### src/rtl/scalar_add_issue_pkg.sv
// Shared definitions for the scalar add issue/writeback controller:
// data and register address widths, the 060/061 opcodes, the Sk constant
// used when k=0, and the tag carried alongside each in-flight add.
package scalar_add_issue_pkg;

  localparam int DATA_WIDTH = 64;
  localparam int SREG_AW    = 3;
  localparam int NUM_SREG   = 1 << SREG_AW;

  localparam logic [6:0] OP_SADD = 7'o060;
  localparam logic [6:0] OP_SSUB = 7'o061;

  // Sk operand substituted when k=0: 2^63.
  localparam logic [DATA_WIDTH-1:0] S0_SK_CONST = {1'b1, {(DATA_WIDTH-1){1'b0}}};

  typedef struct packed {
    logic               valid;
    logic [SREG_AW-1:0] addr;
  } tag_t;

  function automatic logic is_legal_op(input logic [6:0] op);
    return (op == OP_SADD) || (op == OP_SSUB);
  endfunction

endpackage

### src/rtl/scalar_add_issue_sreg_tag_pipe.sv
// Fixed-depth shift register of {valid, addr} destination tags; shifts every
// clock, never stalls. Ports: clk, rst (async, active high), in_valid/in_addr
// enter stage 0, out_valid/out_addr are the last stage.
module sreg_tag_pipe
  import scalar_add_issue_pkg::*;
#(
  parameter int DEPTH = 4
) (
  input  logic               clk,
  input  logic               rst,
  input  logic               in_valid,
  input  logic [SREG_AW-1:0] in_addr,
  output logic               out_valid,
  output logic [SREG_AW-1:0] out_addr
);

  tag_t stage_q [DEPTH];
  tag_t stage_d [DEPTH];

  always_comb begin
    // Address is zeroed on empty slots so the writeback address bus stays quiet.
    stage_d[0].valid = in_valid;
    stage_d[0].addr  = in_valid ? in_addr : '0;
    for (int s = 1; s < DEPTH; s++) begin
      stage_d[s] = stage_q[s-1];
    end
  end

  always_ff @(posedge clk or posedge rst) begin
    if (rst) begin
      for (int s = 0; s < DEPTH; s++) begin
        stage_q[s] <= '0;
      end
    end else begin
      for (int s = 0; s < DEPTH; s++) begin
        stage_q[s] <= stage_d[s];
      end
    end
  end

  assign out_valid = stage_q[DEPTH-1].valid;
  assign out_addr  = stage_q[DEPTH-1].addr;

endmodule

### src/rtl/scalar_add_issue.sv
// Issue/writeback controller for the scalar add unit (060 add, 061 subtract).
// Ports: issue handshake (i_issue_valid/o_issue_ready, i_instr, i_i/j/k),
// S-file read (o_rd_addr_*, i_rd_data_*), add-unit operands (o_fu_*) and
// result (i_fu_result), S-file write (o_wr_*), reservation bits, illegal pulse.
module scalar_add_issue
  import scalar_add_issue_pkg::*;
#(
  parameter int FU_LATENCY = 3
) (
  input  logic                  clk,
  input  logic                  rst,
  input  logic                  i_issue_valid,
  input  logic [6:0]            i_instr,
  input  logic [SREG_AW-1:0]    i_i,
  input  logic [SREG_AW-1:0]    i_j,
  input  logic [SREG_AW-1:0]    i_k,
  output logic                  o_issue_ready,
  output logic [SREG_AW-1:0]    o_rd_addr_j,
  output logic [SREG_AW-1:0]    o_rd_addr_k,
  input  logic [DATA_WIDTH-1:0] i_rd_data_j,
  input  logic [DATA_WIDTH-1:0] i_rd_data_k,
  output logic [DATA_WIDTH-1:0] o_fu_sj,
  output logic [DATA_WIDTH-1:0] o_fu_sk,
  output logic [6:0]            o_fu_instr,
  input  logic [DATA_WIDTH-1:0] i_fu_result,
  output logic                  o_wr_en,
  output logic [SREG_AW-1:0]    o_wr_addr,
  output logic [DATA_WIDTH-1:0] o_wr_data,
  output logic [NUM_SREG-1:0]   o_sreg_busy,
  output logic                  o_illegal
);

  logic [DATA_WIDTH-1:0] fu_sj_q, fu_sj_d;
  logic [DATA_WIDTH-1:0] fu_sk_q, fu_sk_d;
  logic [6:0]            fu_instr_q, fu_instr_d;
  logic [NUM_SREG-1:0]   busy_q, busy_d;
  logic                  illegal_q, illegal_d;

  logic                  issue_ready;
  logic                  accept;
  logic                  accept_op;
  logic                  wb_valid;
  logic [SREG_AW-1:0]    wb_addr;

  // S0 as a source is a constant, never a real dependency, so it is not checked.
  always_comb begin
    issue_ready = 1'b1;
    if (rst)                                issue_ready = 1'b0;
    if (busy_q[i_i])                        issue_ready = 1'b0;
    if ((i_j != '0) && busy_q[i_j])         issue_ready = 1'b0;
    if ((i_k != '0) && busy_q[i_k])         issue_ready = 1'b0;
  end

  assign accept    = i_issue_valid && issue_ready;
  assign accept_op = accept && is_legal_op(i_instr);

  always_comb begin
    fu_sj_d    = fu_sj_q;
    fu_sk_d    = fu_sk_q;
    fu_instr_d = fu_instr_q;
    busy_d     = busy_q;
    illegal_d  = accept && !is_legal_op(i_instr);

    // Clear before set: the same register can never hit both on one edge
    // because ready is held low while its bit is up.
    if (wb_valid) begin
      busy_d[wb_addr] = 1'b0;
    end

    if (accept_op) begin
      fu_sj_d      = (i_j == '0) ? '0 : i_rd_data_j;
      fu_sk_d      = (i_k == '0) ? S0_SK_CONST : i_rd_data_k;
      fu_instr_d   = i_instr;
      busy_d[i_i]  = 1'b1;
    end
  end

  always_ff @(posedge clk or posedge rst) begin
    if (rst) begin
      fu_sj_q    <= '0;
      fu_sk_q    <= '0;
      fu_instr_q <= '0;
      busy_q     <= '0;
      illegal_q  <= 1'b0;
    end else begin
      fu_sj_q    <= fu_sj_d;
      fu_sk_q    <= fu_sk_d;
      fu_instr_q <= fu_instr_d;
      busy_q     <= busy_d;
      illegal_q  <= illegal_d;
    end
  end

  // One extra stage beyond the unit latency: the tag reaches the last stage
  // on the edge the result appears, and writeback is presented for one cycle.
  sreg_tag_pipe #(
    .DEPTH (FU_LATENCY + 1)
  ) u_tag_pipe (
    .clk       (clk),
    .rst       (rst),
    .in_valid  (accept_op),
    .in_addr   (i_i),
    .out_valid (wb_valid),
    .out_addr  (wb_addr)
  );

  assign o_issue_ready = issue_ready;
  assign o_rd_addr_j   = i_j;
  assign o_rd_addr_k   = i_k;
  assign o_fu_sj       = fu_sj_q;
  assign o_fu_sk       = fu_sk_q;
  assign o_fu_instr    = fu_instr_q;
  assign o_wr_en       = wb_valid;
  assign o_wr_addr     = wb_addr;
  assign o_wr_data     = i_fu_result;
  assign o_sreg_busy   = busy_q;
  assign o_illegal     = illegal_q;

endmodule

### config.mk
export PLATFORM = sky130hd
export DESIGN_NAME = scalar_add_issue
export DESIGN_NICKNAME = d
export VERILOG_FILES = /design/src/rtl/scalar_add_issue_pkg.sv /design/src/rtl/scalar_add_issue_sreg_tag_pipe.sv /design/src/rtl/scalar_add_issue.sv
export SDC_FILE = /design/constraint.sdc
export NUM_CORES = 1
export LEC_CHECK = 0
export CORE_AREA = 2 2 166 168
export DETAILED_ROUTE_END_ITERATION = 7
export DIE_AREA = 0 0 168 170
export GPL_TIMING_DRIVEN = 0
export PLACE_DENSITY_LB_ADDON = 0.2
export SLEW_MARGIN = 20
export SYNTH_ARGS = -nofsm -noshare
export SYNTH_HDL_FRONTEND = slang
export SYNTH_SLANG_ARGS = --single-unit
### constraint.sdc
create_clock -name clk -period 5.04 [get_ports clk]
set_input_delay 1.008 -clock clk [delete_from_list [all_inputs] [get_ports clk]]
set_output_delay 1.008 -clock clk [all_outputs]
set_load 0.03 [all_outputs]
Word level (Yosys, flattened, before mapping)
Cells that the tools add are included.
{"block": "op_classes", "magnitude_cmp": 6, "n_eq_ne": 2, "muxes": 19, "n_bitwise": 3, "n_reduce_logical": 13}
{"cell": "$mux 64", "n": 2}
{"cell": "$lt 3x4->1 const B", "n": 4}
{"cell": "$mux 8", "n": 2}
{"cell": "$eq 7x6->1 const B", "n": 2}
{"cell": "$bmux 1 s3", "n": 3}
{"cell": "$mux 1", "n": 9}
{"cell": "$and 8x8->8", "n": 1}
{"cell": "$not 8->8", "n": 1}
{"cell": "$or 8x8->8", "n": 1}
{"cell": "$logic_and 1x1->1", "n": 7}
{"cell": "$demux 1 s3", "n": 2}
{"cell": "$ge 3x1->1 const B", "n": 2}
{"cell": "$logic_not 3->1", "n": 2}
{"cell": "$reduce_bool 3->1", "n": 2}
{"cell": "$mux 3", "n": 1}
{"cell": "$logic_not 1->1", "n": 1}
{"cell": "$logic_or 1x1->1", "n": 1}
{"block": "totals", "ff_bits": 160, "in_bits": 211, "out_inout_bits": 219, "word_cells": 56}

Depth between registers and ports, before layout
{"block": "depth", "depth_word": 9, "ltp_mapped": 8, "depth_no_buf": 5}

By module
From an unflattened synthesis, not the netlist that was laid out.
{"block": "unflattened", "hier_cells": 594, "hier_area_um2": 7737.4}
{"module": "scalar_add_issue", "n_inst": 1, "cells_per_inst": 574, "area_each_um2": 7314.5}
{"module": "sreg_tag_pipe", "n_inst": 1, "cells_per_inst": 20, "area_each_um2": 422.9}

Worst setup path after synthesis
Ideal clock, no wire load.
{"block": "synth_path", "path_type": "input-to-reg", "startpoint": "input port rst", "endpoint": "register fu_sj_q[10], in the netlist o_fu_sj[10]", "t_arrival_ns": 5.708, "path_slack_ns": -0.793, "path_stages": 6, "path_buffers": 2, "cell_sequence": "inv_1 and4b_1 nand3_2 buf_6 buf_6 mux2_4"}
{"block": "synth_between", "elab_chain_len": 6}
{"item": "start: declaration", "line": "scalar_add_issue.sv:11", "rtl": "input logic rst,"}
{"item": "$mux 1", "line": "scalar_add_issue.sv:48", "rtl": "if (rst) issue_ready = 1'b0;"}
{"item": "$mux 1", "line": "scalar_add_issue.sv:49", "rtl": "if (busy_q[i_i]) issue_ready = 1'b0;"}
{"item": "$mux 1", "line": "scalar_add_issue.sv:50", "rtl": "if ((i_j != '0) && busy_q[i_j]) issue_ready = 1'b0;"}
{"item": "$mux 1", "line": "scalar_add_issue.sv:51", "rtl": "if ((i_k != '0) && busy_q[i_k]) issue_ready = 1'b0;"}
{"item": "$logic_and 1x1->1", "line": "scalar_add_issue.sv:54", "rtl": "assign accept = i_issue_valid && issue_ready;"}
{"item": "$logic_and 1x1->1", "line": "scalar_add_issue.sv:55", "rtl": "assign accept_op = accept && is_legal_op(i_instr);"}
{"item": "end signal: assignment", "line": "scalar_add_issue.sv:86", "rtl": "fu_sj_q <= fu_sj_d;"}
{"item": "end: declaration", "line": "scalar_add_issue.sv:33", "rtl": "logic [DATA_WIDTH-1:0] fu_sj_q, fu_sj_d;"}
Every way passes these cells.
A chain may end at the register's enable or synchronous reset.

Final worst setup path
{"block": "layout_path", "startpoint": "input port i_k[2]", "endpoint": "output port o_issue_ready"}
{"block": "layout_between", "elab_chain_len": 4, "word_cells_on_any_way": 5, "cone_classes": "mux (3); reduce/logical (2)"}
{"item": "start: declaration", "line": "scalar_add_issue.sv:16", "rtl": "input logic [SREG_AW-1:0] i_k,"}
{"item": "$bmux 1 s3", "line": "scalar_add_issue.sv:51"}
{"item": "$mux 1 (implied by the code)", "line": "scalar_add_issue.sv:51"}
{"item": "$logic_and 1x1->1 *", "line": "scalar_add_issue.sv:51"}
{"item": "$mux 1 *", "line": "scalar_add_issue.sv:51"}
{"item": "end: declaration", "line": "scalar_add_issue.sv:17", "rtl": "output logic o_issue_ready,"}
Every way passes the cells marked *; elsewhere a longest branch is shown, timed or not. The select of a mux whose other input is x is not followed.

==> reports/metrics.cfg <==
[yosys]
syn_area_um2=7726
synthCells=592
yosys_warnings=0
syn-num-nets=803
synth-edff-count=0
synth_seq_area_share_pct=51.82
async_flop_share_pct=100.0
synth.avg_cell_area_um2=13.05
ys_ff_latch=160
yosys_most_used_dff=dfrtp_1
synth_cell_type_count=26

[setup_path]
path_max_fanout=6
critPathKind=in2out
crit_chain=clkdlybuf4s50_1, nor3b_1, o41ai_1, nand2_1, nor3_1, clkdlybuf4s50_1
reg2reg_to=o_sreg_busy[4]
reg2reg_depth=7
crit_buf_inv=2
r2r_start=o_sreg_busy[1]
slowest_stage=clkdlybuf4s50_1
crit_family=buffers and inverters
crit_top_cell=clkdlybuf4s50_1
end_kind=output pin
cp_data_arrival_time_ns=3.51
cp.required_ns=4.03
slowest_delay_ns=0.71
cp-start-kind=input port
worstSetupPathDepth=6
rrSetupSlack_ns=2.26

[drt]
drc=0
drtPass1Iterations=4
routed_wl_mm=22.53
drt_iter0_drc=125
routedWlPerCell_um=16.93
num_vias=5615
postRouteAntennaNets=0
vias_per_cell=4.219

[clock_tree]
clock_latency_ns=0.42
htreeDepth=4
path_clk_slew_ns=0.07
cts_root_buf=clkbuf_16
cts_resized=0
cts_tree=done
cts_num_sinks=160
cts.path.max_buffers=2
cts_buffers=17
cts.hold.buffers_added=0
postCtsSetupBuffers=0

[global_routing]
grt_pass1_wl_mm=34.70
grtUsageTotal_pct=15.70
grt_pass1_vias=5953
antenna_found_initial=0
grt_max_degree=31
grt.overflow.total=0

[sta]
period_needed_ns=4.522
fin_ws_ns=0.5176
max_freq_ghz=0.2211
setup_viol=0
finalHoldViolCount=0
worst_slew_pin_slew_ns=0.7459
hold_slack_ns=0.3405
rsz0062_at_grt=false
slew_violations=0
fin_tns_setup_ns=0
fin_crit_sh_pct=89.73
finClkSkew_ns=0.01279
maxSlewHeadroom_pct=49.62

[min_path]
min_from=u_tag_pipe.stage_d[3]
hp-class=reg2reg
hold_end=u_tag_pipe.out_valid
holdPathStages=0

[floorplan]
dieArea_um2=28560
die_h_um=170
core_um2=26650
die_w_um=168
io_pins=430
start_util_pct=28.99
num_rows=60

[layout]
diodes=0
fin_area_um2=12460
final_layout_size_suffix_gt1_share_pct=26.36
area_delta_synth_final_pct=61.21
nets=1188

[power]
power-per-cell-area_nw_per_um2=240.4
leakagePower_uw=0.005784
ir_drop_mv=0.2071

[placed_design]
place_congestion=0.7563
placed_area_um2=11870
dpl_worst_slack_ns=0.5185
hpwlAfterDp_mm=17.22
portBuffers=361

[flow_run]
drv_cap=0

[status]
status=complete, no violations

[worst register-to-register path, cell delays in order, from the launching register on]
cell and delay (ns):
dfrtp_1 0.46, mux2i_1 0.18, nor3_1 0.06, o41ai_1 0.71, nand3_2 0.45, buf_6 0.31, buf_2 0.22, o41ai_2 0.26
[metal layers]
metal	GRT usage [%]	share of wire (%)	vias to the layer above
met5	0	0	-
met4	2.722	0.55	0
met3	7.047	10	7
met2	26.61	49	248
met1	18.63	40	2683
li1	-	-	2677
[worst max path at each step]
stage	end	start
after global placement	o_fu_sj[24]	rst
after CTS	o_issue_ready	i_k[2]
after detailed placement	o_issue_ready	i_k[2]
final	o_issue_ready	i_k[2]
after floorplan	o_fu_sj[10]	rst
after global routing	o_issue_ready	i_k[2]
[flip-flops by register name, summed over array words and instances, names as in the netlist]
| signal | flops |
|---|---|
| o_fu_sj | 64 |
| o_fu_sk | 64 |
| u_tag_pipe.stage_d | 12 |
| o_sreg_busy | 8 |
| o_fu_instr | 7 |
| u_tag_pipe.out_addr | 3 |
| o_illegal | 1 |
| u_tag_pipe.out_valid | 1 |
[synth_stat cells (7+ instances only)]
cell type  count  area [µm²]
mux2_4        55       825.8
buf_2          9       45.04
mux2_2        74       833.3
buf_4         70       525.5
nand2_1        7       26.28
dfrtp_1      160        4004
mux2i_1        9       90.09
clkbuf_1      17       63.81
buf_6          7       78.83
and2_1       130       813.3
nand2b_1       7       43.79
[layout make-up]
cell class | count | area, µm²
Buffer | 103 | 713.2
Clock buffer | 19 | 442.9
Clock inverter | 13 | 142.6
Fill cell | 2438 | 14190
Inverter | 6 | 26.28
Multi-Input combinational cell | 323 | 2987
Sequential cell | 160 | 4004
Tap cell | 341 | 426.7
Timing Repair Buffer | 366 | 3714
[per-stage QoR]
| stage | std cells | util (%) | total power [µW] |
|---|---|---|---|
| 2_1_floorplan | 592 | - | 1505 |
| 3_5_place_dp | 1299 | 44.54 | 1710 |
| 4_1_cts | 1331 | 46.74 | 3055 |
| 6_report | 1331 | 46.74 | 2994 |
| 5_1_grt | 1331 | 46.74 | 3119 |
| 3_3_place_gp | 1294 | 44.16 | 1700 |
[cell families after synthesis]
family / count (synthesis) / share of synthesized area (%)
AO/OA/AOI/OAI: 18 / 2.267
buffers and inverters: 109 / 9.522
flip-flops: 160 / 51.82
multiplexers: 140 / 23.22
AND/OR/NAND/NOR: 165 / 13.17
[placed cells by master, fill, tap and decap left out, drive strengths merged]
| cell type | netlist | routed |
|---|---|---|
| clkdlybuf4s50 | 0 | 361 |
| dfrtp | 160 | 160 |
| and2 | 130 | 130 |
| mux2 | 129 | 129 |
| buf | 86 | 91 |
| clkbuf | 17 | 36 |
| inv | 6 | 14 |
| mux2i | 9 | 9 |
| o41ai | 8 | 8 |
| nand2 | 7 | 7 |
| nand2b | 7 | 7 |
| o21ai | 6 | 6 |
| nor2 | 5 | 5 |
| nor3 | 4 | 4 |
| nor3b | 4 | 4 |
| o31ai | 4 | 4 |
| clkinv | 0 | 3 |
| or3 | 2 | 2 |
| mux4 | 2 | 2 |
| and4b | 2 | 2 |
| nand3 | 2 | 2 |
| clkinvlp | 0 | 1 |
| nand4bb | 1 | 1 |
| nor4 | 1 | 1 |
| bufinv | 0 | 1 |
[power by group]
| part | total, µW | internal (µW) | leakage [µW] | switching (µW) |
|---|---|---|---|---|
| combinational | 393 | 228 | 0.00331 | 164 |
| clock | 1320 | 718 | 0.000290 | 598 |
| sequential | 1290 | 1280 | 0.00219 | 0.964 |
| total | 2990 | 2230 | 0.00578 | 763 |
Power figures use the tool's default switching activity.
